===== src/rtl/gpu_pkg.sv =====
// Shared GPU definitions: arbiter state encoding, port owner codes and default
// layer RAM address width.
package gpu_pkg;

  localparam int DEFAULT_ADDR_W = 20;

  typedef enum logic [1:0] {
    IDLE  = 2'd0,
    ISSUE = 2'd1,
    WAIT  = 2'd2,
    RESP  = 2'd3
  } arbState_e;

  localparam logic OWNER_HOST = 1'b0;
  localparam logic OWNER_REND = 1'b1;

endpackage


===== src/rtl/arb_starve_sel.sv =====
// Host/render winner select with a starvation counter that lets the host
// through after STARVE_MAX consecutive render grants while it waits.
module arb_starve_sel
  import gpu_pkg::*;
#(
  parameter int STARVE_MAX = 8
) (
  input  logic gpuClock,
  input  logic reset,
  input  logic arbEn,
  input  logic hostReq,
  input  logic rendReq,
  input  logic rendering,
  output logic grantValid,
  output logic grantOwner
);

  localparam int CNT_W = $clog2(STARVE_MAX + 1);

  logic [CNT_W-1:0] starveCnt;
  logic             hostStarved;

  assign hostStarved = (starveCnt == CNT_W'(STARVE_MAX));

  always_comb begin
    grantValid = hostReq | rendReq;
    grantOwner = OWNER_HOST;
    if (rendering) begin
      // render has priority during a frame, but a starved host gets one slot
      if (rendReq && !(hostReq && hostStarved)) begin
        grantOwner = OWNER_REND;
      end
    end else if (!hostReq) begin
      grantOwner = OWNER_REND;
    end
  end

  always_ff @(posedge gpuClock or posedge reset) begin
    if (reset) begin
      starveCnt <= '0;
    end else if (arbEn && grantValid) begin
      if (grantOwner == OWNER_HOST) begin
        starveCnt <= '0;
      end else if (hostReq && !hostStarved) begin
        starveCnt <= starveCnt + CNT_W'(1);
      end
    end
  end

endmodule


===== src/rtl/ram_port_arbiter.sv =====
// Single-port layer RAM arbiter between host command accesses and render
// pipeline reads: arbitrate, issue one RAM op, wait (with timeout), respond.
module ram_port_arbiter
  import gpu_pkg::*;
#(
  parameter int ADDR_W     = DEFAULT_ADDR_W,
  parameter int STARVE_MAX = 8,
  parameter int TIMEOUT    = 255
) (
  input  logic              gpuClock,
  input  logic              reset,
  input  logic              hostReq,
  input  logic              hostWrite,
  input  logic [ADDR_W-1:0] hostAddr,
  input  logic [15:0]       hostWData,
  output logic              hostAck,
  output logic [15:0]       hostRData,
  output logic              hostErr,
  input  logic              rendReq,
  input  logic [ADDR_W-1:0] rendAddr,
  output logic              rendAck,
  output logic [15:0]       rendRData,
  output logic              rendErr,
  input  logic              rendering,
  output logic              memStart,
  output logic              memWrite,
  output logic [ADDR_W-1:0] memAddr,
  output logic [15:0]       memWData,
  input  logic              memDone,
  input  logic [15:0]       memRData,
  output logic              busy,
  output logic              owner
);

  localparam int TMO_W = $clog2(TIMEOUT + 1);

  arbState_e        stateReg, stateNext;
  logic [TMO_W-1:0] waitCnt;
  logic             ownerReg;
  logic             grantValid, grantOwner;
  logic             arbEn, timedOut;

  assign arbEn    = (stateReg == IDLE);
  assign timedOut = (waitCnt == TMO_W'(TIMEOUT - 1));

  arb_starve_sel #(
    .STARVE_MAX(STARVE_MAX)
  ) u_sel (
    .gpuClock  (gpuClock),
    .reset     (reset),
    .arbEn     (arbEn),
    .hostReq   (hostReq),
    .rendReq   (rendReq),
    .rendering (rendering),
    .grantValid(grantValid),
    .grantOwner(grantOwner)
  );

  always_ff @(posedge gpuClock or posedge reset) begin
    if (reset) begin
      stateReg <= IDLE;
    end else begin
      stateReg <= stateNext;
    end
  end

  always_comb begin
    stateNext = stateReg;
    case (stateReg)
      IDLE:    if (grantValid) stateNext = ISSUE;
      ISSUE:   stateNext = WAIT;
      WAIT:    if (memDone || timedOut) stateNext = RESP;
      RESP:    stateNext = IDLE;
      default: stateNext = IDLE;
    endcase
  end

  always_ff @(posedge gpuClock or posedge reset) begin
    if (reset) begin
      ownerReg  <= OWNER_HOST;
      memWrite  <= 1'b0;
      memAddr   <= '0;
      memWData  <= '0;
      waitCnt   <= '0;
      hostRData <= '0;
      hostErr   <= 1'b0;
      rendRData <= '0;
      rendErr   <= 1'b0;
    end else begin
      case (stateReg)
        IDLE: begin
          if (grantValid) begin
            ownerReg <= grantOwner;
            if (grantOwner == OWNER_HOST) begin
              memWrite <= hostWrite;
              memAddr  <= hostAddr;
              memWData <= hostWData;
            end else begin
              memWrite <= 1'b0;
              memAddr  <= rendAddr;
              memWData <= '0;
            end
          end
        end
        ISSUE: waitCnt <= '0;
        WAIT: begin
          // response registers load on the way into RESP so they are valid with Ack
          if (memDone || timedOut) begin
            if (ownerReg == OWNER_HOST) begin
              hostRData <= memDone ? memRData : 16'h0;
              hostErr   <= !memDone;
            end else begin
              rendRData <= memDone ? memRData : 16'h0;
              rendErr   <= !memDone;
            end
          end else begin
            waitCnt <= waitCnt + TMO_W'(1);
          end
        end
        default: ;
      endcase
    end
  end

  assign memStart = (stateReg == ISSUE);
  assign hostAck  = (stateReg == RESP) && (ownerReg == OWNER_HOST);
  assign rendAck  = (stateReg == RESP) && (ownerReg == OWNER_REND);
  assign busy     = (stateReg != IDLE);
  assign owner    = ownerReg;

endmodule


===== config.mk =====
export PLATFORM = sky130hd
export DESIGN_NAME = ram_port_arbiter
export DESIGN_NICKNAME = d
export VERILOG_FILES = /design/src/rtl/gpu_pkg.sv /design/src/rtl/arb_starve_sel.sv /design/src/rtl/ram_port_arbiter.sv
export SDC_FILE = /design/constraint.sdc
export NUM_CORES = 1
export LEC_CHECK = 0
export ABC_AREA = 1
export ABC_CLOCK_PERIOD_IN_PS = 2500
export CORE_MARGIN = 4
export CORE_UTILIZATION = 40
export DETAILED_ROUTE_END_ITERATION = 10
export PLACE_DENSITY = 0.75
export SYNTH_ARGS = -nofsm -noshare
export SYNTH_HDL_FRONTEND = slang
export SYNTH_SLANG_ARGS = --single-unit

===== constraint.sdc =====
create_clock -name gpuClock -period 2.5 [get_ports gpuClock]
set_input_delay 0.5 -clock gpuClock [delete_from_list [all_inputs] [get_ports gpuClock]]
set_output_delay 0.5 -clock gpuClock [all_outputs]
set_load 0.02 [all_outputs]

==> impl_summary.log, run 1 <==
INFO  metric grt_max_degree = just under 90
INFO  metric globalRoute.totalOverflow = 0
INFO  metric fillers = 879
INFO  metric dpl-instance-area = about 0.0058 mm2
INFO  metric whs_path_depth = 2
INFO  metric regToRegSetupSlack = about 710 ps
INFO  metric crit_startpoint = stateReg[0]$_DFFE_PP0P_
INFO  metric yosysSeqAreaShare = roughly 52%
INFO  metric yosys.cell_count.top_type = sky130_fd_sc_hd__nand2_1
INFO  metric cellLeakagePower = 2.91 nW
INFO  metric viasPerCell = approximately 4.6
INFO  metric placementRows = 36
INFO  metric netlist_top_cells_count = sky130_fd_sc_hd__nand2_1 (197), sky130_fd_sc_hd__dfrtp_1 (86), sky130_fd_sc_hd__inv_1 (61)
INFO  metric cts_setup_buffers = 0
INFO  metric worstPathRequired = ~2000 ps
INFO  metric routedWlPerCell = 13.3 um
INFO  metric routed_wl = 10500 um
INFO  metric io_pins = 155
INFO  metric y_dimension_of_the_die = roughly 110 um
INFO  metric sequentialPowerShare = 36.3%
INFO  metric core_area = between 0.009 and 0.01 mm2
INFO  metric ctsResizeCount = 0
INFO  metric h-tree-depth = 3
INFO  metric timing_max_transition_violations_final = 0
INFO  metric drt_pre_antenna_iters = 4
INFO  metric synth_top_cells_by_area = sky130_fd_sc_hd__dfrtp_1 (52%), sky130_fd_sc_hd__nand2_1 (18%), sky130_fd_sc_hd__nand3_1 (6.9%), sky130_fd_sc_hd__inv_1 (5.6%), sky130_fd_sc_hd__o21ai_2 (3.8%)
INFO  metric clock-skew-final = around 13 ps
INFO  metric area_delta_synth_final = 44.0%
INFO  metric synth-main-ff-cell = sky130_fd_sc_hd__dfrtp_1
INFO  metric synth_largest_type_area_fraction = a little over half
INFO  metric async_flop_share = 100%
INFO  metric postSynthNetCount = 589
INFO  metric synth_warnings = 0
INFO  metric synth_area = between 0.004 and 0.005 mm2
INFO  metric route.vias.total = roughly 3700
INFO  metric vias_in_the_first_global_route = about 3700
INFO  metric holdBufCountCts = 0
INFO  metric reg2reg_to = memWrite$_DFFE_PP0P_
INFO  metric critPathKind = flop to output pin
INFO  metric crit_path_cell_trace = inv_1, ha_1, inv_1, clkdlybuf4s50_1
INFO  metric critical_path.most_common_cell = sky130_fd_sc_hd__inv_1
INFO  metric buf_inv_stages_crit_path = 3
INFO  metric power.clock.fraction = between 10% and 20%
INFO  metric synth_largest_area_cell = sky130_fd_sc_hd__dfrtp_1
INFO  metric post_synth_num_cell_types = 24
INFO  metric comb_power_share = roughly 50%
INFO  metric cellInternalPower = between 3 and 4 mW
INFO  metric number_of_antenna_violations_at_the_first_check_in_global_routing = 0
INFO  metric critPathSlowestCell = sky130_fd_sc_hd__clkdlybuf4s50_1
INFO  metric post-route-drc-count = 0
INFO  metric whs_endpoint = memAddr[19]$_DFFE_PP0P_
INFO  metric worst_setup_path_start_kind = flop
INFO  metric layout_setup_ws = around 180 ps
INFO  metric run_status = completed
INFO  metric period_share = approximately 93%
INFO  metric worstSkewPairLatency = 350 ps
INFO  metric post-place-ws = approximately 380 ps
INFO  metric final_ant_viol_nets = 0
INFO  metric layout.core_utilization = around three fifths
INFO  metric slowest_delay = ~640 ps
INFO  metric insertedDiodeCount = 0
INFO  metric synth_enable_flop_cells = 0
INFO  metric root_buffer = sky130_fd_sc_hd__clkbuf_8
INFO  metric fin_nets = ~740
INFO  metric worst_r2r_path_depth = 8
INFO  metric mean_syn_cell_area = 8.21 um2
INFO  metric detailedPlacementHpwl = slightly below 8000 um
INFO  metric clock_sink_count = 86
INFO  metric global_route_wire_length_before_repair = around 17000 um
INFO  metric worst_slew_pin_slew = ~530 ps
INFO  metric maxCapViolations = 0
INFO  metric timing.hold.worst.start = memAddr[19]$_DFFE_PP0P_
INFO  metric cts_buffers = 9
INFO  metric delay_heaviest_family_cp = buffers and inverters
INFO  metric timing.final.hold_violations = 0
INFO  metric dieWidth = about 110 um
INFO  metric start_util = about two fifths
INFO  metric synth.ff_latch_count = 86
INFO  metric worst_ir_drop_vdd = 0.560 mV
INFO  metric layout-drive-gt1-share = under 10%
INFO  metric crit_path_max_fanout = 4
INFO  metric timing.final.setup_violations = 0
INFO  metric gp_congestion = 0.855
INFO  metric switching_power_as_a_share_of_total_power = about two fifths
INFO  metric worstSetupEndpointType = output pin
INFO  metric multi_input_area = 0.00160 mm2
INFO  metric die_area = roughly 0.012 mm2
INFO  metric worstReg2RegStart = u_sel.starveCnt[0]$_DFFE_PP0P_
INFO  metric design_area = between 0.005 and 0.006 mm2
INFO  metric drt_iter0_drc = approximately 180
INFO  metric max-clock-path-buffers = 2
INFO  metric timing.hold.worst.class = flop to flop
INFO  metric groute.usage.overall = between 10% and 20%
INFO  metric cts_tree = yes
INFO  metric path_clk_slew = 80 ps
INFO  metric final_critical_path_time_including_i_o_delays_and_setup = between 2000 and 2500 ps
INFO  metric port_buffers = between 150 and 200
INFO  metric netlist_instances = about 500
INFO  metric netSwitchingPower = around 2.6 mW
INFO  metric p_per_area = 1080 mW/mm2
INFO  metric ff_latch_area = roughly 0.0022 mm2
INFO  metric setup_tns = 0 ps
INFO  metric grt_setup_unrepaired = false
INFO  metric max_freq = ~430 MHz
INFO  metric timing.max_slew.rel_slack = between 60% and 70%
INFO  metric timing.critical_path.arrival = around 1800 ps
state kept, by name (all words and copies together), names as in the netlist, 2 cells and up:
| signal | count |
|---|---|
| stateReg | 2 |
| hostRData | 16 |
| memWData | 16 |
| waitCnt | 8 |
| rendRData | 16 |
| memAddr | 20 |
| u_sel.starveCnt | 4 |
per-stage QoR:
step	instances	hold WS, ps	power [mW]
after global placement	776	463	5.55
after global routing	792	506	6.91
after detailed placement	776	466	5.63
after floorplan	502	490	4.09
after CTS	792	489	6.50
final	792	482	6.43
cells by family after synthesis:
group / after synthesis / share of synthesized area [%]
fa+ha+maj: 8 / 2.43
compound gates: 45 / 7.26
xor+xnor: 3 / 0.638
simple gates: 277 / 28.3
buf+inv: 83 / 9.11
flops: 86 / 52.2
worst max-delay path by stage:
stage                                                end  slack, ps  cells past startpoint
after detailed placement            memWrite$_DFFE_PP0P_        380                      7
after floorplan                      hostErr$_DFFE_PP0P_       1010                      1
after global routing                                busy         90                      4
final                                               busy        180                      4
after CTS                                           busy        160                      4
after global placement    u_sel.starveCnt[3]$_DFFE_PP0P_        480                      7
placed cells by master (no fill, tap or decap), types with 3 or more instances in the layout:
cell,instances
sky130_fd_sc_hd__clkinvlp_4,3
sky130_fd_sc_hd__nand2_1,197
sky130_fd_sc_hd__ha_1,8
sky130_fd_sc_hd__nor2_1,14
sky130_fd_sc_hd__nand3_1,57
sky130_fd_sc_hd__nand2_2,3
sky130_fd_sc_hd__o21ai_1,16
sky130_fd_sc_hd__o21ai_0,6
sky130_fd_sc_hd__buf_4,8
sky130_fd_sc_hd__o21ai_2,19
sky130_fd_sc_hd__inv_1,60
sky130_fd_sc_hd__clkdlybuf4s50_1,154
sky130_fd_sc_hd__clkbuf_8,9
sky130_fd_sc_hd__dfrtp_1,86
power groups by stage:
stage | Clock, mW | Sequential, mW | Combinational (mW)
floorplan | 0 | 2.92 | 1.17
global placement | 0 | 2.34 | 3.21
detailed placement | 0 | 2.34 | 3.29
CTS | 0.882 | 2.33 | 3.29
global route | 0.952 | 2.41 | 3.55
finish | 0.849 | 2.33 | 3.25
area by class of cell:
class                      count  area share, %
timing repair buffer         163           27.3
tap                          133           2.80
clock inverter                 5          0.569
clock buffer                  11           2.21
inverter                      61           3.92
sequential                    86           36.3
multi-input combinational    333           26.9
per-layer routing:
layer  vias to the layer above  part of all wire, %  global-route usage (%)
li1                       1850                    -                       -
met1                      1680                   43                    23.8
met2                       136                   47                    28.7
met3                        12                  9.1                    6.34
met4                         0                  1.2                    4.99
met5                         -                    0                       0
worst reg2reg max path, delay by kind of cell, from the launching register on:
family	cells	cell delay, ps
flops	1	420
simple gates	6	1050
buf+inv	1	110
fa+ha+maj	1	160
No activity file was read; power rests on OpenSTA's default activity.
==> run 2, diff against run 1 <==
- SLEW_MARGIN: unset -> 20
==> results of run 2 <==
Same layout as run 1: the final DEF is identical, and so are final timing and power.
==> run 3, diff against run 2 <==
- CTS_CLUSTER_SIZE: unset -> 40
==> results of run 3 <==
Same layout as run 1: the final DEF is identical, and so are final timing and power.
